--- src/rtl/key_conditioner.sv ---
// Debounces active-low push-buttons into clean levels with press/release pulses.
// Define KEY_AUTOREPEAT_EN to build the hold counters that drive keyRepeat.
module key_conditioner #(
  parameter int NUM_KEYS        = 4,
  parameter int DEBOUNCE_CYCLES = 500000,
  parameter int REPEAT_DELAY    = 25000000,
  parameter int REPEAT_PERIOD   = 5000000,
  parameter int CNT_WIDTH       = 25
) (
  input  logic                clock,
  input  logic                reset,
  input  logic [NUM_KEYS-1:0] keyN,
  output logic [NUM_KEYS-1:0] keyLevel,
  output logic [NUM_KEYS-1:0] keyPress,
  output logic [NUM_KEYS-1:0] keyRelease,
  output logic [NUM_KEYS-1:0] keyRepeat
);

  typedef enum logic {
    RELEASED = 1'b0,
    PRESSED  = 1'b1
  } key_state_t;

  localparam logic [CNT_WIDTH-1:0] CNT_ONE = CNT_WIDTH'(1);
  localparam logic [CNT_WIDTH-1:0] DC_LAST = CNT_WIDTH'(DEBOUNCE_CYCLES - 1);

  // Counters must be able to hold every terminal count they compare against.
  if (DEBOUNCE_CYCLES < 2 ||
      (64'd1 << CNT_WIDTH) <= 64'(DEBOUNCE_CYCLES) ||
      (64'd1 << CNT_WIDTH) <= 64'(REPEAT_DELAY) ||
      (64'd1 << CNT_WIDTH) <= 64'(REPEAT_PERIOD)) begin : g_param_error
    $error("key_conditioner: invalid DEBOUNCE_CYCLES/CNT_WIDTH combination");
  end

  genvar gi;
  generate
    for (gi = 0; gi < NUM_KEYS; gi++) begin : g_key
      logic                 sync1_reg;
      logic                 sync2_reg;
      logic                 s;
      key_state_t           state_reg;
      key_state_t           state_next;
      logic [CNT_WIDTH-1:0] dc_reg;
      logic [CNT_WIDTH-1:0] dc_next;
      logic                 press_reg;
      logic                 press_next;
      logic                 release_reg;
      logic                 release_next;

      assign s = ~sync2_reg;

      always_ff @(posedge clock or posedge reset) begin
        if (reset) begin
          sync1_reg   <= 1'b1;
          sync2_reg   <= 1'b1;
          state_reg   <= RELEASED;
          dc_reg      <= '0;
          press_reg   <= 1'b0;
          release_reg <= 1'b0;
        end else begin
          sync1_reg   <= keyN[gi];
          sync2_reg   <= sync1_reg;
          state_reg   <= state_next;
          dc_reg      <= dc_next;
          press_reg   <= press_next;
          release_reg <= release_next;
        end
      end

      // A single cycle of agreement with the accepted level restarts the count.
      always_comb begin
        state_next   = state_reg;
        dc_next      = dc_reg;
        press_next   = 1'b0;
        release_next = 1'b0;
        if (s == (state_reg == PRESSED)) begin
          dc_next = '0;
        end else if (dc_reg == DC_LAST) begin
          dc_next = '0;
          if (s) begin
            state_next = PRESSED;
            press_next = 1'b1;
          end else begin
            state_next   = RELEASED;
            release_next = 1'b1;
          end
        end else begin
          dc_next = dc_reg + CNT_ONE;
        end
      end

      assign keyLevel[gi]   = (state_reg == PRESSED);
      assign keyPress[gi]   = press_reg;
      assign keyRelease[gi] = release_reg;

`ifdef KEY_AUTOREPEAT_EN
      localparam logic [CNT_WIDTH-1:0] RPT_FIRST = CNT_WIDTH'(REPEAT_DELAY - 1);
      localparam logic [CNT_WIDTH-1:0] RPT_NEXT  = CNT_WIDTH'(REPEAT_PERIOD - 1);

      logic [CNT_WIDTH-1:0] hc_reg;
      logic [CNT_WIDTH-1:0] hc_next;
      logic                 armed_reg;
      logic                 armed_next;
      logic                 repeat_reg;
      logic                 repeat_next;

      always_ff @(posedge clock or posedge reset) begin
        if (reset) begin
          hc_reg     <= '0;
          armed_reg  <= 1'b0;
          repeat_reg <= 1'b0;
        end else begin
          hc_reg     <= hc_next;
          armed_reg  <= armed_next;
          repeat_reg <= repeat_next;
        end
      end

      // armed selects the period interval once the initial delay has elapsed;
      // entry, release and idle all clear the hold count.
      always_comb begin
        hc_next     = '0;
        armed_next  = 1'b0;
        repeat_next = 1'b0;
        if (state_reg == PRESSED && state_next == PRESSED) begin
          armed_next = armed_reg;
          if (hc_reg == (armed_reg ? RPT_NEXT : RPT_FIRST)) begin
            repeat_next = 1'b1;
            armed_next  = 1'b1;
          end else begin
            hc_next = hc_reg + CNT_ONE;
          end
        end
      end

      assign keyRepeat[gi] = repeat_reg;
`else
      assign keyRepeat[gi] = 1'b0;
`endif
    end
  endgenerate

endmodule

--- config.mk ---
export PLATFORM = sky130hd
export DESIGN_NAME = key_conditioner
export DESIGN_NICKNAME = d
export VERILOG_FILES = /design/src/rtl/key_conditioner.sv
export SDC_FILE = /design/constraint.sdc
export NUM_CORES = 1
export LEC_CHECK = 0
export CAP_MARGIN = 20
export CORE_MARGIN = 4
export CORE_UTILIZATION = 68
export CTS_BUF_LIST = sky130_fd_sc_hd__clkbuf_8
export DETAILED_ROUTE_END_ITERATION = 16
export PLACE_DENSITY = 0.84
export SETUP_SLACK_MARGIN = 0.15
export SYNTH_ARGS = -nofsm -noshare
export SYNTH_HDL_FRONTEND = slang
export SYNTH_SLANG_ARGS = --single-unit
--- constraint.sdc ---
create_clock -name clock -period 9.65 [get_ports clock]
set_input_delay 1.4475 -clock clock [delete_from_list [all_inputs] [get_ports clock]]
set_output_delay 1.4475 -clock clock [all_outputs]
set_load 0.01 [all_outputs]
---- Word-level counts from Yosys, hierarchy flattened ----
Index checks and enable logic that the tools add are counted.
word-level totals
  logic and storage cells ................. 80
  input port bits ......................... 6
  flip-flop bits (word level) ............. 120
  output and inout port bits .............. 16
operators by class
  muxes and demuxes ....................... 32
  reduce and logical (&&, ||, !) cells .... 4
  add/subtract/negate cells ............... 4
  bitwise logic cells ..................... 8
  eq/ne operators ......................... 8
operator list
  kind                   number
  $mux 25                8
  $add 25x1->25 const B  4
  $eq 25x19->1 const B   4
  $mux 1                 24
  $not 1->1              8
  $reduce_and 2->1       4
  $eq 1x1->1             4

---- Longest topological paths before layout ----
  depth in word-level cells ............... 4
  depth in mapped cells ................... 7
  gate-level depth less buffers ........... 5

---- Least setup slack after synthesis ----
Ideal clock, no wire load.
  path kind ............................... reg-to-reg
  start ................................... register g_key[0].dc_reg[0]
  end ..................................... register g_key[0].dc_reg[24]
  library setup time ...................... 0.077 ns
  stages on the path, launching flop included .. 7
  arrival time ............................ 1.939 ns
  data required time ...................... 9.573 ns
  clock period less this slack ............ 2.016 ns
  path slack .............................. 7.634 ns
  path buffers ............................ 1
  cells stage by stage .................... dfrtp_1 -> ha_1 -> nand4_4 -> or4_1 -> buf_2 -> or4_1 -> a21oi_1
on the way
  cells in the longest elaborated chain, start to end .. 3
  elaborated cells on any way between the ends .. 4
  those cells by class .................... add/sub: 1; eq/ne: 1; mux: 2
ends and longest elaborated chain
  what                                           line    text
  start: declaration                             43      logic [CNT_WIDTH-1:0] dc_reg;
  start signal: assignment                       64      dc_reg <= dc_next;
  $add 25x1->25 or $eq 25x19->1 (tied branches)  88, 78
  $mux 25 (*)                                    78      end else if (dc_reg == DC_LAST) begin
  $mux 25 (*)                                    76      if (s == (state_reg == PRESSED)) begin
  named net g_key[0].dc_next[24]                 44      logic [CNT_WIDTH-1:0] dc_next;
Mark *: on every way through the listed nets, which the timed path passes. The rest lies on a longest branch.
A chain may end at the register's enable or synchronous reset.

---- Final worst setup path ----
  start ................................... register g_key[0].state_reg
  end ..................................... output port keyLevel[0]
RTL lines
  what                      line  text
  start: declaration        41    key_state_t state_reg;
  start signal: assignment  63    state_reg <= state_next;
  end: declaration          13    output logic [NUM_KEYS-1:0] keyLevel,
No word-level cell between the ends.

==> results.ini <==
[timing]
actual_slew_at_the_worst_max_slew_pin_ns=1.05
hold_slack_ns=0.359
max_freq_ghz=0.347
finClkSkew_ns=0.00961
post_route_setup_slack_ns=6.77
slew-limit-headroom=0.301
timing.final.setup_violations=0
period_utilization_post_route=0.299
drv_slew=0
rsz0062_at_grt=no
fin_setup_tns_ns=0
hold_viol=0
layout_min_cycle_time_ns=2.88

[clock_tree]
cts_hold_buffers=0
clockRootBuffer=sky130_fd_sc_hd__clkbuf_8
cts_tree=built
post-cts-setup-buffer-count=0
tritoncts.num_buffers=17
htreeDepth=4
clkSlewWorstSetupHoldPaths_ns=0.07
cts_buffer_depth=2
cts_resized=0
clock_latency_ns=0.43
tritoncts_num_sinks=120

[logic_synthesis]
netlist.top_cell.by_area=sky130_fd_sc_hd__dfrtp_1
async_flop_share=1.00
ys_seq_area_frac=0.505
synthMostInstantiatedCell=sky130_fd_sc_hd__dfrtp_1
synthDistinctLibCells=44
synth_edf_count=0
yosys_most_used_dff=sky130_fd_sc_hd__dfrtp_1
synthXorXnorAreaFrac=0.0836
post_synth_and_or_nand_nor_area_fraction=0.271
share_of_the_synthesized_area_in_compound_gates_ao_oa_aoi_oai=0.0817
ys_ff_latch=120
synth_area_sq_um=5970
yosysTopAreaCellShare=0.469
postSynthCellCount=605
synth_top_cells_by_area=sky130_fd_sc_hd__dfrtp_1 (47%), sky130_fd_sc_hd__xor2_1 (4.4%), sky130_fd_sc_hd__nor2_1 (4.2%), sky130_fd_sc_hd__nand4_1 (4.1%), sky130_fd_sc_hd__xnor2_1 (4.0%)
share_of_cell_area_taken_by_muxes_after_synthesis=0.00335
synthAdderAreaFrac=0.00838
synth_top_family_by_area=simple AND/OR/NAND/NOR gates
yosysWarnings=0
synth.top_cells.by_count=sky130_fd_sc_hd__dfrtp_1 (112), sky130_fd_sc_hd__nor2_1 (67), sky130_fd_sc_hd__nand4_1 (39)
postSynthAreaPerCell_sq_um=9.87

[placement]
io_buffer_count=17
routabilityCongestion=0.857
dp_slack_ns=6.35
dpl-instance-area_sq_um=6080
place.detailed.hpwl_um=7670

[layout]
insertedDiodeCount=0
final.fill_count=540
postLayoutCellArea_sq_um=6560
finalNetCount=618
syn2layout_area_growth_pct=9.93
flip_flop_count_of_the_largest_register_all_copies_and_words_added=100
multi_input_comb_area_sq_um=2700
post_route_cells_drive_above_1_share=0.0934
register_area_sq_um=3010

[floorplanning]
floorplan.die_area_sq_um=10300
start_util=0.712
die_height_um=102
fp-row-count=33
pin_count=22
core_region_area_sq_um=8380
die_w_um=102

[global_routing]
vias_in_the_first_global_route=4405
grt_overflow_total=0
grt_pass1_wl_um=20300
globalRouteTotalUtil=0.248
grt_max_degree=81
antenna_found_initial=0

[detailed_routing]
total_wire_length_um=11800
first_pass_iters=7
ant_nets=0
route.detailed.wl_per_inst_um=16.3
dr_total_vias=4573
drt-vias-per-instance=6.30
drtIter0Drc=171
post-route-drc-count=0

[critical_path]
maximum_net_fanout_on_the_critical_path=5
crit_cells=1
timing.critical_path.arrival_ns=1.44
nature_of_the_critical_path_endpoint=output pin
cp_cell_sequence=clkdlybuf4s50_1
startpoint_type=flip-flop
timing.critical_path.max_delay_family=buffers and inverters
critical_path_buf_inv_count=1
timing.critical_path.slowest_cell_delay_ns=0.58
worst_ep_required_time_ns=8.20
critical_path_start_end_classification=reg -> out
r2r.worst_path.cells=4
critical-path-slowest-cell=sky130_fd_sc_hd__clkdlybuf4s50_1

[hold_path]
whs_path_depth=0
hp-class=reg -> reg

[pwr]
max-vdd-ir-drop_mv=0.102
power_frac_clock=0.479
seq_power_share=0.492
power_switching_share=0.209
power-per-cell-area_nw_per_um2=160
cell_internal_pwr_w=0.000832
total_leakage_power_nw=2.62
net-switching-power_w=0.000220
fin_total_pwr_w=0.00105
power.combinational.fraction=0.029

[job]
timing.max_cap.violations=0

[outcome]
outcome=completed

[layer usage]
layer	vias up	GRT usage	wire length, um
met2	115	0.416	6030
met1	2232	0.314	5130
met3	18	0.0758	533
met4	0	0.0706	119
li1	2208	-	-
met5	-	0	0
[area by class of cell]
type	count	area share
inverter	13	0.00782
sequential	120	0.459
clock buffer	22	0.0461
timing repair buffer	21	0.0335
multi-input combinational	435	0.411
tap	105	0.0200
clock inverter	10	0.0227
[worst paths after layout]
kind                                      from  slack (ns)                  end
max                         g_key[0].state_reg        6.77          keyLevel[0]
min                         g_key[3].sync1_reg        0.36   g_key[3].sync2_reg
max reg2reg                g_key[0].dc_reg[22]        7.09  g_key[0].dc_reg[11]
min reg2reg                 g_key[3].sync1_reg        0.36   g_key[3].sync2_reg
max in group asynchronous                reset        7.11   g_key[3].sync2_reg
min in group asynchronous                reset        1.40   g_key[0].dc_reg[4]
[per-stage QoR]
stage                      util  instances
after global placement    0.726        693
after floorplan               -        608
after global routing      0.783        726
after CTS                 0.780        725
final                     0.783        726
after detailed placement  0.726        693
[power by group through the flow]
stage / combinational, W / sequential (W) / clock, W
after floorplan: 0.0000226 / 0.000525 / 0
after global placement: 0.0000283 / 0.000526 / 0
after detailed placement: 0.0000293 / 0.000526 / 0
after CTS: 0.0000297 / 0.000517 / 0.000510
after global routing: 0.0000345 / 0.000518 / 0.000536
final: 0.0000302 / 0.000517 / 0.000504
[layout by cell type, fill, tap and decap left out, types with 2 or more instances in the layout]
cell type | Yosys | routed
sky130_fd_sc_hd__or4_1 | 19 | 19
sky130_fd_sc_hd__clkdlybuf4s50_1 | 0 | 17
sky130_fd_sc_hd__o31ai_1 | 17 | 16
sky130_fd_sc_hd__nand4_1 | 39 | 39
sky130_fd_sc_hd__nand2_1 | 32 | 32
sky130_fd_sc_hd__o21ai_0 | 25 | 25
sky130_fd_sc_hd__bufinv_16 | 0 | 4
sky130_fd_sc_hd__clkinv_2 | 0 | 2
sky130_fd_sc_hd__nor2_1 | 67 | 67
sky130_fd_sc_hd__dfrtp_1 | 112 | 112
sky130_fd_sc_hd__xor2_1 | 30 | 30
sky130_fd_sc_hd__or3_1 | 22 | 22
sky130_fd_sc_hd__nor3_1 | 10 | 10
sky130_fd_sc_hd__nor4b_1 | 6 | 6
sky130_fd_sc_hd__ha_1 | 4 | 4
sky130_fd_sc_hd__inv_1 | 13 | 15
sky130_fd_sc_hd__and3_1 | 13 | 13
sky130_fd_sc_hd__mux2i_1 | 2 | 2
sky130_fd_sc_hd__a21oi_2 | 2 | 2
sky130_fd_sc_hd__o21ai_2 | 2 | 2
sky130_fd_sc_hd__xnor2_1 | 27 | 27
sky130_fd_sc_hd__nor4_1 | 15 | 15
sky130_fd_sc_hd__conb_1 | 1 | 4
sky130_fd_sc_hd__and4_1 | 14 | 14
sky130_fd_sc_hd__or4_4 | 2 | 2
sky130_fd_sc_hd__and2_1 | 3 | 3
sky130_fd_sc_hd__clkbuf_8 | 0 | 22
sky130_fd_sc_hd__dfstp_2 | 8 | 8
sky130_fd_sc_hd__or2_2 | 2 | 2
sky130_fd_sc_hd__nand3_1 | 28 | 28
sky130_fd_sc_hd__buf_4 | 16 | 3
sky130_fd_sc_hd__a21oi_1 | 37 | 37
sky130_fd_sc_hd__nand4_4 | 2 | 2
[cell families (layout without fill, tap and decap cells)]
logic type                 count (synthesis)  count (layout)
DFF                                      120             120
adders and majority gates                  4               4
xor gates and xnor gates                  57              57
and+or+nand+nor                          283             283
muxes                                      2               2
AOI/OAI and AO/OA                         85              85
other                                      1               4
buffers and inverters                     53              66
(Power assumes the default switching activity.)
